### src/rtl/tsmp_arb_pkg.sv
// ---- tsmp_arb_pkg : shared encodings and widths for the TSMP frame arbiter (rev 1.0)
`default_nettype none

package tsmp_arb_pkg;

   localparam int WORD_W = 9;
   localparam int HT_BIT = 8;

   typedef enum logic [1:0] {
      ST_IDLE  = 2'b00,
      ST_TRANS = 2'b01,
      ST_DISC  = 2'b10,
      ST_GAP   = 2'b11
   } arb_state_t;

   function automatic int idx_width(input int n);
      return (n > 1) ? $clog2(n) : 1;
   endfunction

endpackage

`default_nettype wire

### src/rtl/tsmp_frame_arbiter_rr_grant_sel.sv
// ---- rr_grant_sel : combinational round-robin search starting just after rr_ptr (rev 1.0)
`default_nettype none

module rr_grant_sel #(
   parameter int PORT_NUM = 2,
   parameter int IDX_W    = 1
) (
   input  logic [PORT_NUM-1:0] req,
   input  logic [IDX_W-1:0]    rr_ptr,
   output logic [PORT_NUM-1:0] grant,
   output logic [IDX_W-1:0]    grant_idx,
   output logic                valid
);

   logic [IDX_W-1:0] cand [PORT_NUM];

   // cand[k] is the port visited k+1 steps after the last winner
   for (genvar gi = 0; gi < PORT_NUM; gi++) begin : g_cand
      assign cand[gi] = IDX_W'((int'(rr_ptr) + gi + 1) % PORT_NUM);
   end

   always_comb begin
      grant     = '0;
      grant_idx = '0;
      valid     = 1'b0;
      for (int i = 0; i < PORT_NUM; i++) begin
         if (!valid && req[cand[i]]) begin
            valid           = 1'b1;
            grant_idx       = cand[i];
            grant[cand[i]]  = 1'b1;
         end
      end
   end

endmodule

`default_nettype wire

### src/rtl/tsmp_frame_arbiter.sv
// ---- tsmp_frame_arbiter : frame-atomic round-robin merge of N framed byte streams (rev 1.0)
// ---- Build option TSMP_FRAME_ARB_STAT_EN enables the frame / truncation counters.
`default_nettype none

module tsmp_frame_arbiter
   import tsmp_arb_pkg::*;
#(
   parameter int PORT_NUM   = 2,
   parameter int MAX_LEN    = 1522,
   parameter int IFG_CYCLES = 12
) (
   input  logic                       i_clk,
   input  logic                       i_rst_n,
   input  logic [PORT_NUM-1:0]        iv_pkt_ready,
   input  logic [WORD_W*PORT_NUM-1:0] iv_fifo_rdata,
   output logic [PORT_NUM-1:0]        ov_fifo_rd,
   input  logic                       i_out_stall,
   output logic [WORD_W-1:0]          ov_data,
   output logic                       o_data_wr,
   output logic [15:0]                ov_frame_cnt,
   output logic [15:0]                ov_trunc_cnt
);

   localparam int IDX_W = idx_width(PORT_NUM);
   localparam int CNT_W = $clog2(MAX_LEN + 1);
   localparam int GAP_W = $clog2(IFG_CYCLES + 1);

   arb_state_t          state, state_nxt;
   logic [IDX_W-1:0]    rr_ptr, grant_idx, sel_idx;
   logic [PORT_NUM-1:0] grant_oh, sel_grant;
   logic                sel_valid;
   logic [CNT_W-1:0]    word_cnt, cnt_nxt;
   logic [GAP_W-1:0]    gap_cnt;
   logic                pop, trans_pop, is_tail, trunc_hit;
   logic [WORD_W-1:0]   fifo_word [PORT_NUM];
   logic [WORD_W-1:0]   cur_word;

   for (genvar gp = 0; gp < PORT_NUM; gp++) begin : g_unpack
      assign fifo_word[gp] = iv_fifo_rdata[gp*WORD_W +: WORD_W];
   end

   rr_grant_sel #(
      .PORT_NUM (PORT_NUM),
      .IDX_W    (IDX_W)
   ) u_rr_grant_sel (
      .req       (iv_pkt_ready),
      .rr_ptr    (rr_ptr),
      .grant     (sel_grant),
      .grant_idx (sel_idx),
      .valid     (sel_valid)
   );

   assign cur_word  = fifo_word[grant_idx];
   assign cnt_nxt   = word_cnt + CNT_W'(1);
   // the first word of a grant is always the head, whatever its marker says
   assign is_tail   = (word_cnt != '0) && cur_word[HT_BIT];
   assign trunc_hit = !is_tail && (cnt_nxt == CNT_W'(MAX_LEN));
   assign trans_pop = pop && (state == ST_TRANS);
   assign ov_fifo_rd = pop ? grant_oh : '0;

   always_ff @(posedge i_clk or negedge i_rst_n) begin
      if (!i_rst_n) state <= ST_IDLE;
      else          state <= state_nxt;
   end

   always_comb begin
      state_nxt = state;
      pop       = 1'b0;
      unique case (state)
         ST_IDLE:  if (sel_valid) state_nxt = ST_TRANS;
         ST_TRANS: begin
            if (!i_out_stall) begin
               pop = 1'b1;
               if (is_tail)        state_nxt = ST_GAP;
               else if (trunc_hit) state_nxt = ST_DISC;
            end
         end
         // drain the rest of an oversize frame regardless of downstream stall
         ST_DISC: begin
            pop = 1'b1;
            if (cur_word[HT_BIT]) state_nxt = ST_GAP;
         end
         ST_GAP:   if (gap_cnt == GAP_W'(IFG_CYCLES - 1)) state_nxt = ST_IDLE;
         default:  state_nxt = ST_IDLE;
      endcase
   end

   always_ff @(posedge i_clk or negedge i_rst_n) begin
      if (!i_rst_n) begin
         rr_ptr    <= IDX_W'(PORT_NUM - 1);
         grant_idx <= '0;
         grant_oh  <= '0;
         word_cnt  <= '0;
         gap_cnt   <= '0;
         ov_data   <= '0;
         o_data_wr <= 1'b0;
      end else begin
         o_data_wr <= trans_pop;
         gap_cnt   <= (state == ST_GAP) ? gap_cnt + GAP_W'(1) : '0;
         if (state == ST_IDLE && sel_valid) begin
            rr_ptr    <= sel_idx;
            grant_idx <= sel_idx;
            grant_oh  <= sel_grant;
            word_cnt  <= '0;
         end
         if (trans_pop) begin
            word_cnt <= cnt_nxt;
            ov_data  <= {cur_word[HT_BIT] | trunc_hit, cur_word[HT_BIT-1:0]};
         end
      end
   end

`ifdef TSMP_FRAME_ARB_STAT_EN
   logic [15:0] frame_cnt, trunc_cnt;

   always_ff @(posedge i_clk or negedge i_rst_n) begin
      if (!i_rst_n) begin
         frame_cnt <= '0;
         trunc_cnt <= '0;
      end else if (trans_pop) begin
         if (is_tail || trunc_hit) frame_cnt <= frame_cnt + 16'd1;
         if (trunc_hit)            trunc_cnt <= trunc_cnt + 16'd1;
      end
   end

   assign ov_frame_cnt = frame_cnt;
   assign ov_trunc_cnt = trunc_cnt;
`else
   assign ov_frame_cnt = '0;
   assign ov_trunc_cnt = '0;
`endif

endmodule

`default_nettype wire

### config.mk
export PLATFORM = sky130hd
export DESIGN_NAME = tsmp_frame_arbiter
export DESIGN_NICKNAME = d
export VERILOG_FILES = /design/src/rtl/tsmp_arb_pkg.sv /design/src/rtl/tsmp_frame_arbiter_rr_grant_sel.sv /design/src/rtl/tsmp_frame_arbiter.sv
export SDC_FILE = /design/constraint.sdc
export NUM_CORES = 1
export LEC_CHECK = 0
export ABC_AREA = 1
export CORE_MARGIN = 3
export CORE_UTILIZATION = 50
export DETAILED_ROUTE_END_ITERATION = 8
export PLACE_DENSITY = 0.85
export SLEW_MARGIN = 20
export SYNTH_ARGS = -nofsm -noshare
export SYNTH_HDL_FRONTEND = slang
export SYNTH_SLANG_ARGS = --single-unit
### constraint.sdc
create_clock -name i_clk -period 2.8 [get_ports i_clk]
set_clock_uncertainty 0.05 [all_clocks]
set_input_delay 0.42 -clock i_clk [delete_from_list [all_inputs] [get_ports i_clk]]
set_output_delay 0.42 -clock i_clk [all_outputs]
set_load 0.01 [all_outputs]
Yosys cells after proc, flatten, opt, wreduce, memory -nomap -nowiden
Index checks and enable logic that the tools add are counted.
{ "totals": {"reg_bits": 31, "input_bits": 23, "output_inout_bits": 44, "elab_cells": 73} }
{ "classes": {"add_sub_neg": 4, "magnitude_cmp": 5, "eq_ne": 10, "muxes": 30, "bitwise_logic": 3, "n_reduce_logical": 13} }
{ "op_table": {"columns": ["op", "count"], "rows": [
  ["2-to-1 mux 9 bit", 3],
  ["2-to-1 mux 11 bit", 2],
  ["2-to-1 mux 2 bit", 9],
  ["adder 11 x 1 -> 11 bit, second input constant", 1],
  ["== test 11 bit, second input constant", 1],
  ["2-to-1 mux 1 bit", 11],
  ["nonzero test 11 bit", 1],
  ["inequality test 2 bit, second input constant", 4],
  ["one-hot mux 2 bit (4 select lines)", 1],
  ["logical AND 1 bit", 7],
  ["AND reduction 5 bit", 1],
  ["adder 4 x 1 -> 4 bit, second input constant", 1],
  ["== test 2 bit, second input constant", 2],
  ["== test 4 bit, second input constant", 1],
  ["less-than comparator 1 x 2 -> 1 bit, second input constant", 2],
  ["2-to-1 mux 4 bit", 1],
  ["inequality test 3 bit, second input constant", 1],
  ["adder 1 bit, second input constant", 2],
  ["demux 1 bit (select 1 bit)", 2],
  ["== test 2 x 1 -> 1 bit, second input constant", 1],
  ["greater-or-equal comparator 1 bit, second input constant", 2],
  ["greater-or-equal comparator 2 bit, second input constant", 1],
  ["zero test 1 bit", 2],
  ["zero test 2 bit", 1],
  ["5 further kinds", 5]
]} }

Logic depth before layout (Yosys ltp)
Gate-level depths: netlist (run 1).
{ "logic_depth": {"word_depth": 11, "mapped_depth": 13} }

By module
From an unflattened synthesis (run 1), not the netlist that was laid out.
{ "unflattened": {"cells_unflattened": 266, "hier_area_um2": 2083.2} }
{ "by_module_without_submodules": {"columns": ["mod", "instances", "cells_each", "area_each_um2", "seq_area_each_um2"], "rows": [
  ["tsmp_frame_arbiter", 1, 259, 2053.2, 777.0],
  ["rr_grant_sel", 1, 7, 30.0, 0.0]
]} }

Worst setup path before layout (run 1)
No wires, ideal clock.
{ "synth_path": {"path_type": "reg2reg", "from": "register state[1]", "to": "register word_cnt[9]", "setup_time_ns": 0.127, "arrival_ns": 1.502, "required_time_ns": 2.623, "path_slack_ns": 1.121, "stages_incl_launch_ff": 11, "n_path_buf": 1, "path_cell_list": "dfrtp_1 > inv_1 > ha_1 > inv_2 > o21ai_2 > nand2_2 > nor2_4 > inv_4 > nand3_2 > buf_4 > o21ai_0"} }
{ "synth_via": {"elab_chain_cells": 4, "elab_cells_between_ends": 8, "classes_between": "eq/ne: 2; mux: 2; reduce/logical: 4"} }
{ "synth_lines": {"columns": ["item", "line_no", "source"], "rows": [
  ["start: declaration", "tsmp_frame_arbiter.sv:28", "arb_state_t state, state_nxt;"],
  ["start signal: assignment", "tsmp_frame_arbiter.sv:63", "else state <= state_nxt;"],
  ["== test 2 bit or == test 2 x 1 -> 1 bit (tied branches)", "tsmp_frame_arbiter.sv:69, tsmp_frame_arbiter.sv:58", null],
  ["one-hot mux 1 bit (2 select lines)", "tsmp_frame_arbiter.sv:69", "unique case (state)"],
  ["logical AND 1 bit (*)", "tsmp_frame_arbiter.sv:58", "assign trans_pop = pop && (state == ST_TRANS);"],
  ["via trans_pop", "tsmp_frame_arbiter.sv:34", "logic pop, trans_pop, is_tail, trunc_hit;"],
  ["2-to-1 mux 11 bit or nonzero test 2 bit (tied branches)", null, null],
  ["end signal: assignment", "tsmp_frame_arbiter.sv:107", "word_cnt <= cnt_nxt;"],
  ["end: declaration", "tsmp_frame_arbiter.sv:32", "logic [CNT_W-1:0] word_cnt, cnt_nxt;"]
]} }
Mark *: on every way through the listed nets, which the timed path passes. The rest lies on a longest branch.
A chain may end at the register's enable or synchronous reset.

Worst setup path after layout (run 1)
{ "layout_path": {"from": "register state[1]", "to": "output ov_fifo_rd[0]"} }
{ "layout_via": {"elab_chain_cells": 3, "elab_cells_between_ends": 4, "classes_between": "eq/ne: 2; mux: 2"} }
{ "layout_lines": {"columns": ["item", "line_no", "source"], "rows": [
  ["== test 2 bit or == test 2 x 1 -> 1 bit (tied branches)", "tsmp_frame_arbiter.sv:69", null],
  ["one-hot mux 1 bit (2 select lines) (*)", "tsmp_frame_arbiter.sv:69", null],
  ["2-to-1 mux 2 bit (*)", "tsmp_frame_arbiter.sv:59", "assign ov_fifo_rd = pop ? grant_oh : '0;"],
  ["end: declaration", "tsmp_frame_arbiter.sv:16", "output logic [PORT_NUM-1:0] ov_fifo_rd,"]
]} }
Mark *: on every way between the ends. The rest lies on a longest branch, timed or not.

==> results by group, run 1 <==
Placed design
  – Post-placement cell count: 334
  – I/O Buffers: 34
  – Dpl hpwl: 3.117 mm
  – Final GP Congestion: 0.8245

Synth
  – Synth warn: 0
  – Synth Area in Compound Gates: 12.33%
  – Mapped Area: 2081 um^2
  – Synth Flop Type: dfrtp_1
  – Post-synth ARST share: 100.0%
  – Largest family of logic cells by synthesized area: simple AND/OR/NAND/NOR gates
  – Flop and latch count out of synthesis: 31
  – Synth Area in XOR/XNOR: 0.4209%
  – Netlist cell types: 32
  – Sequential-to-total area share from yosys stat: 37.34%
  – Mux share of post-synthesis cell area: 0%
  – Syn Inst Count: 256
  – Synth Area in Simple Gates: 26.52%
  – Adder-Cell Fraction of Synth Area: 4.811%
  – EDFF count, synth: 0
  – Mean Syn Cell Area: 8.128 um^2

Layout
  – Share of layout cells above drive strength 1: 13.95%
  – Antenna fix cells: 0
  – Non-Filler Instances: 342
  – Most frequent cells in the layout: 54 x nand2_1, 34 x clkdlybuf4s50_1, 32 x conb_1
  – Fillers: 348
  – Commonest non-fill, non-tap cell in the layout: nand2_1
  – Area of the multi-input gates: 1037 um^2
  – Fin nets: 324
  – Area Overhead vs Synth: 16.96%
  – Register Area: 777.0 um^2

Floorplan
  – Total core area: 3826 um^2
  – Num ports: 67
  – Row count: 22
  – Die height: 70.51 um
  – DIE WIDTH: 70.51 um
  – Full die area: 4972 um^2
  – Initial Util: 54.38%

STA
  – Fmax: 0.3897 GHz
  – Final Slew Violations: 0
  – Endpoints failing hold: 0
  – Final setup viols: 0
  – Final worst-path cycle share: 91.65%
  – RSZ-0062 raised after global routing: false
  – Setup TNS: 0 ps
  – Post-layout min period: 2566 ps

Detailed routing
  – Wirelength, routed: 4.100 mm
  – Met3 wire length: 359 um
  – Met2 Wirelength: 2.100 mm
  – Final ANT Viol Nets: 0
  – Highest Signal Layer: met4
  – TritonRoute pass-1 iters: 4
  – Routed met1 length: 1.544 mm
  – Wirelength per Cell: 11.99 um
  – Via Count: 1,619
  – Residual DRC: 0
  – DR iter-0 viols: 104
  – Via density: 4.734

Critical path
  – Slowest stage cell, crit path: clkdlybuf4s50_1
  – CP startpoint kind: flop
  – Crit-path cells: inv_1 > ha_1 > inv_2 > o21ai_2 > nand2_2 > nor2_1 > clkdlybuf4s50_1
  – CP endpoint kind: output port
  – Buf+Inv Stages, Crit Path: 3
  – WS Path Type: reg -> out
  – Required time worst endpoint: 2330 ps
  – CP Data Arrival Time: 2100 ps
  – Reg2reg setup slack: 670 ps
  – CP peak stage delay: 570 ps
  – Crit-path max FO: 5
  – Top delay family on crit path: buffers and inverters

Power and ir drop
  – Maximum vdd ir drop: 0.5083 mV
  – Power density cells: 779.1 nW/um^2
  – Lkg Pwr: 1.156 nW

GRT
  – First-pass GRT wire length: 6.720 mm
  – Largest net degree at the start of global routing: 32
  – Initial antenna violation count: 0
  – GRT overflow: 0
  – Global Route Usage Sum: 17.19%
  – Number of global-route vias before repair: 1,590

CTS
  – CTS tree: done
  – Setup Buffers After CTS: 0
  – CTS H-tree lvls: 2
  – Post-CTS Hold Fix Bufs: 0
  – CTS resizes: 0
  – Clock sinks: 31
  – CTS Buf Count: 5
  – Clock root buffer: clkbuf_8
  – Worst-Skew Late Latency: 290 ps
  – Max clock buf depth: 2
  – Clock-pin slew on the worst setup and hold paths: 60 ps

Flow run
  – Max-cap check violation count: 0

Min path
  – Hold Crit Class: reg -> reg

Run status
  – Status: completed
cells in the mapped netlist, types with 2 or more instances:
| cell type | instances | area [um^2] |
|---|---|---|
| nor2_2 | 4 | 25.02 |
| o21ai_1 | 5 | 25.02 |
| ha_1 | 8 | 100.1 |
| dfrtp_1 | 30 | 750.7 |
| buf_6 | 2 | 22.52 |
| inv_2 | 2 | 7.510 |
| o22ai_1 | 5 | 31.28 |
| nand2_1 | 54 | 202.7 |
| buf_4 | 33 | 247.7 |
| o31ai_2 | 8 | 100.1 |
| o21ai_0 | 8 | 40.04 |
| nand3_2 | 4 | 40.04 |
| nand4_1 | 2 | 12.51 |
| a21oi_1 | 3 | 15.01 |
| inv_1 | 24 | 90.09 |
| nand2_2 | 6 | 37.54 |
| nor2_4 | 3 | 33.78 |
| nor2_1 | 30 | 112.6 |
| nand3_1 | 12 | 60.06 |
cell families after synthesis:
logic type / after synthesis
compound gates: 33
xor+xnor: 1
fa+ha+maj: 8
buf+inv: 64
flops: 31
other cells: 1
simple gates: 118
final timing paths:
kind	start	end	cells past startpoint
max in group asynchronous	i_rst_n	rr_ptr	2
setup / recovery	state[1]	ov_fifo_rd[0]	7
min in group asynchronous	i_rst_n	ov_data[3]	2
setup reg to reg	state[1]	word_cnt[9]	9
hold reg to reg	gap_cnt[0]	gap_cnt[0]	1
hold / removal	gap_cnt[0]	gap_cnt[0]	1
metrics by stage:
step	setup slack [ps]	util, %	hold WS, ps	area (um^2)	total power, mW
global placement	514.7	60.89	393.3	2330	1.469
floorplan	1121	-	74.41	2197	1.260
detailed placement	447.7	60.89	406.0	2330	1.505
finish	233.9	63.60	405.5	2434	1.896
global route	154.9	63.60	451.9	2434	2.037
CTS	221.6	63.60	414.9	2434	1.912
metal layers:
| metal | global-route usage (%) | vias to the layer above |
|---|---|---|
| li1 | - | 822 |
| met2 | 29.83 | 57 |
| met3 | 7.050 | 10 |
| met1 | 17.97 | 730 |
| met5 | 0 | - |
| met4 | 8.085 | 0 |
sequential cells by signal (all words and copies together), names as in the netlist:
| name | count |
|---|---|
| gap_cnt | 4 |
| grant_idx | 1 |
| grant_oh | 2 |
| o_data_wr | 1 |
| ov_data | 9 |
| rr_ptr | 1 |
| state | 2 |
| word_cnt | 11 |
final cells by class:
cell class	count	share of cell area, %
Tap cell	48	2.468
Inverter	28	4.422
Multi-Input combinational cell	192	42.62
Clock inverter	1	0.3085
Timing Repair Buffer	35	14.29
Clock buffer	7	3.959
Sequential cell	31	31.93
power by group:
part / internal (mW) / switching [mW] / total [mW]
Clock: 0.223 / 0.170 / 0.393
Combinational: 0.354 / 0.486 / 0.840
Sequential: 0.572 / 0.0906 / 0.663
worst reg2reg max path: stages, from the launching register on:
cell and delay (ps):
dfrtp_1 430, inv_1 100, ha_1 250, inv_2 90
o21ai_2 140, nand2_2 100, nor2_4 260, inv_4 180
nand3_2 250, o21ai_0 150
No activity file was read; power rests on OpenSTA's default activity.
==> run 2: changes to the inputs <==
Settings changed: CORE_UTILIZATION 50 to 45, PLACE_DENSITY 0.85 to 0.77.
==> run 2 against run 1 <==
Core utilization decreased by 8.3 points. First-iteration DRC count decreased by 40%. Sequential share of layout area decreased by 0.098 points. Critical endpoint unchanged. Largest power group unchanged.
==> results by group, run 2 (same netlist as run 1, synthesis figures left out) <==
STA
  – Final setup viols: 0
  – Fmax: 0.3968 GHz
  – RSZ-0062 raised after global routing: false
  – Final worst-path cycle share: 90.02%
  – Setup TNS: 0 ps
  – Endpoints failing hold: 0
  – Final Slew Violations: 0
  – Post-layout min period: 2520 ps

CTS
  – Max clock buf depth: 2
  – Worst-Skew Late Latency: 280 ps
  – Setup Buffers After CTS: 0
  – Clock root buffer: clkbuf_8
  – CTS Buf Count: 5
  – Clock sinks: 31
  – CTS tree: done
  – Post-CTS Hold Fix Bufs: 0
  – CTS resizes: 0
  – CTS H-tree lvls: 2
  – Clock-pin slew on the worst setup and hold paths: 60 ps

Power and ir drop
  – Power density cells: 783.1 nW/um^2
  – Part of the power in registers: 34.8%
  – Lkg Pwr: 1.158 nW
  – Switching Fraction: 37.67%
  – Total Power: 1.912 mW
  – Net Sw Power: 0.7200 mW
  – Clk pwr share: 22.2%
  – P_int: 1.192 mW
  – Maximum vdd ir drop: 0.4883 mV
  – Gate power share: 43.0%

Detailed routing
  – Via Count: 1,625
  – Final ANT Viol Nets: 0
  – Wirelength, routed: 3.828 mm
  – DR iter-0 viols: 62
  – Via density: 4.697
  – TritonRoute pass-1 iters: 4
  – Wirelength per Cell: 11.06 um
  – Residual DRC: 0

Floorplan
  – Row count: 24
  – Total core area: 4414 um^2
  – DIE WIDTH: 74 um
  – Die height: 74 um
  – Initial Util: 47.14%
  – Full die area: 5476 um^2
  – Num ports: 67

Critical path
  – CP endpoint kind: output port
  – Required time worst endpoint: 2330 ps
  – WS Path Type: reg -> out
  – CP Data Arrival Time: 2050 ps
  – Crit-path max FO: 5
  – CP startpoint kind: flop

Placed design
  – I/O Buffers: 34
  – Dpl hpwl: 2.916 mm
  – Final GP Congestion: 0.8655

GRT
  – Initial antenna violation count: 0
  – Number of global-route vias before repair: 1,484
  – GRT overflow: 0
  – First-pass GRT wire length: 6.403 mm
  – Global Route Usage Sum: 15.25%
  – Largest net degree at the start of global routing: 32

Layout
  – Share of layout cells above drive strength 1: 13.27%
  – Commonest non-fill, non-tap cell in the layout: nand2_1
  – Largest register FFs: 11
  – Fillers: 408
  – Most frequent cells in the layout: 54 x nand2_1, 34 x clkdlybuf4s50_1, 32 x conb_1
  – Fin nets: 324
  – Area Overhead vs Synth: 17.32%
  – Antenna fix cells: 0
  – Top flop regs: word_cnt: 11 flops, ov_data: 9 flops, gap_cnt: 4 flops
  – Largest Register: word_cnt

Run status
  – Status: completed

Min path
  – Hold Crit Class: reg -> reg

Flow run
  – Max-cap check violation count: 0
run 2: final timing paths:
kind | from | cells past startpoint | slack [ps] | endpoint
hold / removal | gap_cnt[0] | 1 | 430 | gap_cnt[0]
max in group asynchronous | i_rst_n | 2 | 1890 | rr_ptr
setup / recovery | state[1] | 7 | 280 | ov_fifo_rd[0]
setup reg to reg | state[1] | 9 | 740 | word_cnt[5]
hold reg to reg | gap_cnt[0] | 1 | 430 | gap_cnt[0]
min in group asynchronous | i_rst_n | 2 | 490 | word_cnt[7]
run 2: stage by stage:
step | hold slack (ps) | cells | worst slack (ps) | utilization [%] | area [um^2]
6_report | 425.2 | 346 | 279.5 | 55.30 | 2441
3_3_place_gp | 403.6 | 338 | 521.4 | 52.89 | 2335
3_5_place_dp | 406.6 | 338 | 503.7 | 52.89 | 2335
5_1_grt | 447.0 | 346 | 190.2 | 55.30 | 2441
4_1_cts | 420.5 | 346 | 260.3 | 55.30 | 2441
2_1_floorplan | 74.41 | 287 | 1121 | - | 2197
run 2: cell type report:
| class | count | area, um^2 | area share (%) |
|---|---|---|---|
| Timing Repair Buffer | 35 | 347.8 | 14.25 |
| Clock buffer | 7 | 76.32 | 3.127 |
| Inverter | 28 | 107.6 | 4.408 |
| Clock inverter | 1 | 30.03 | 1.230 |
| Sequential cell | 31 | 777.0 | 31.83 |
| Multi-Input combinational cell | 192 | 1037 | 42.49 |
| Tap cell | 52 | 65.06 | 2.665 |
run 2: power by group through the flow:
stage | registers [mW] | logic [mW] | clock network, mW
finish | 0.666 | 0.822 | 0.424
global route | 0.685 | 0.924 | 0.453
CTS | 0.667 | 0.832 | 0.434
detailed placement | 0.673 | 0.823 | 0
global placement | 0.668 | 0.810 | 0
floorplan | 0.670 | 0.590 | 0
run 2: critical path: stages, from the launching register on:
cell and delay [ps]:
dfrtp_1 420, inv_1 100, ha_1 250, inv_2 90, o21ai_2 140, nand2_2 110
nor2_1 110, clkdlybuf4s50_1 550
run 2: routing by layer:
layer,vias to the layer above,GRT usage [%],wire [um]
li1,820,-,-
met1,754,17.99,1571
met2,47,25.69,1958
met3,4,4.595,234
met4,0,6.640,64
met5,-,0,0
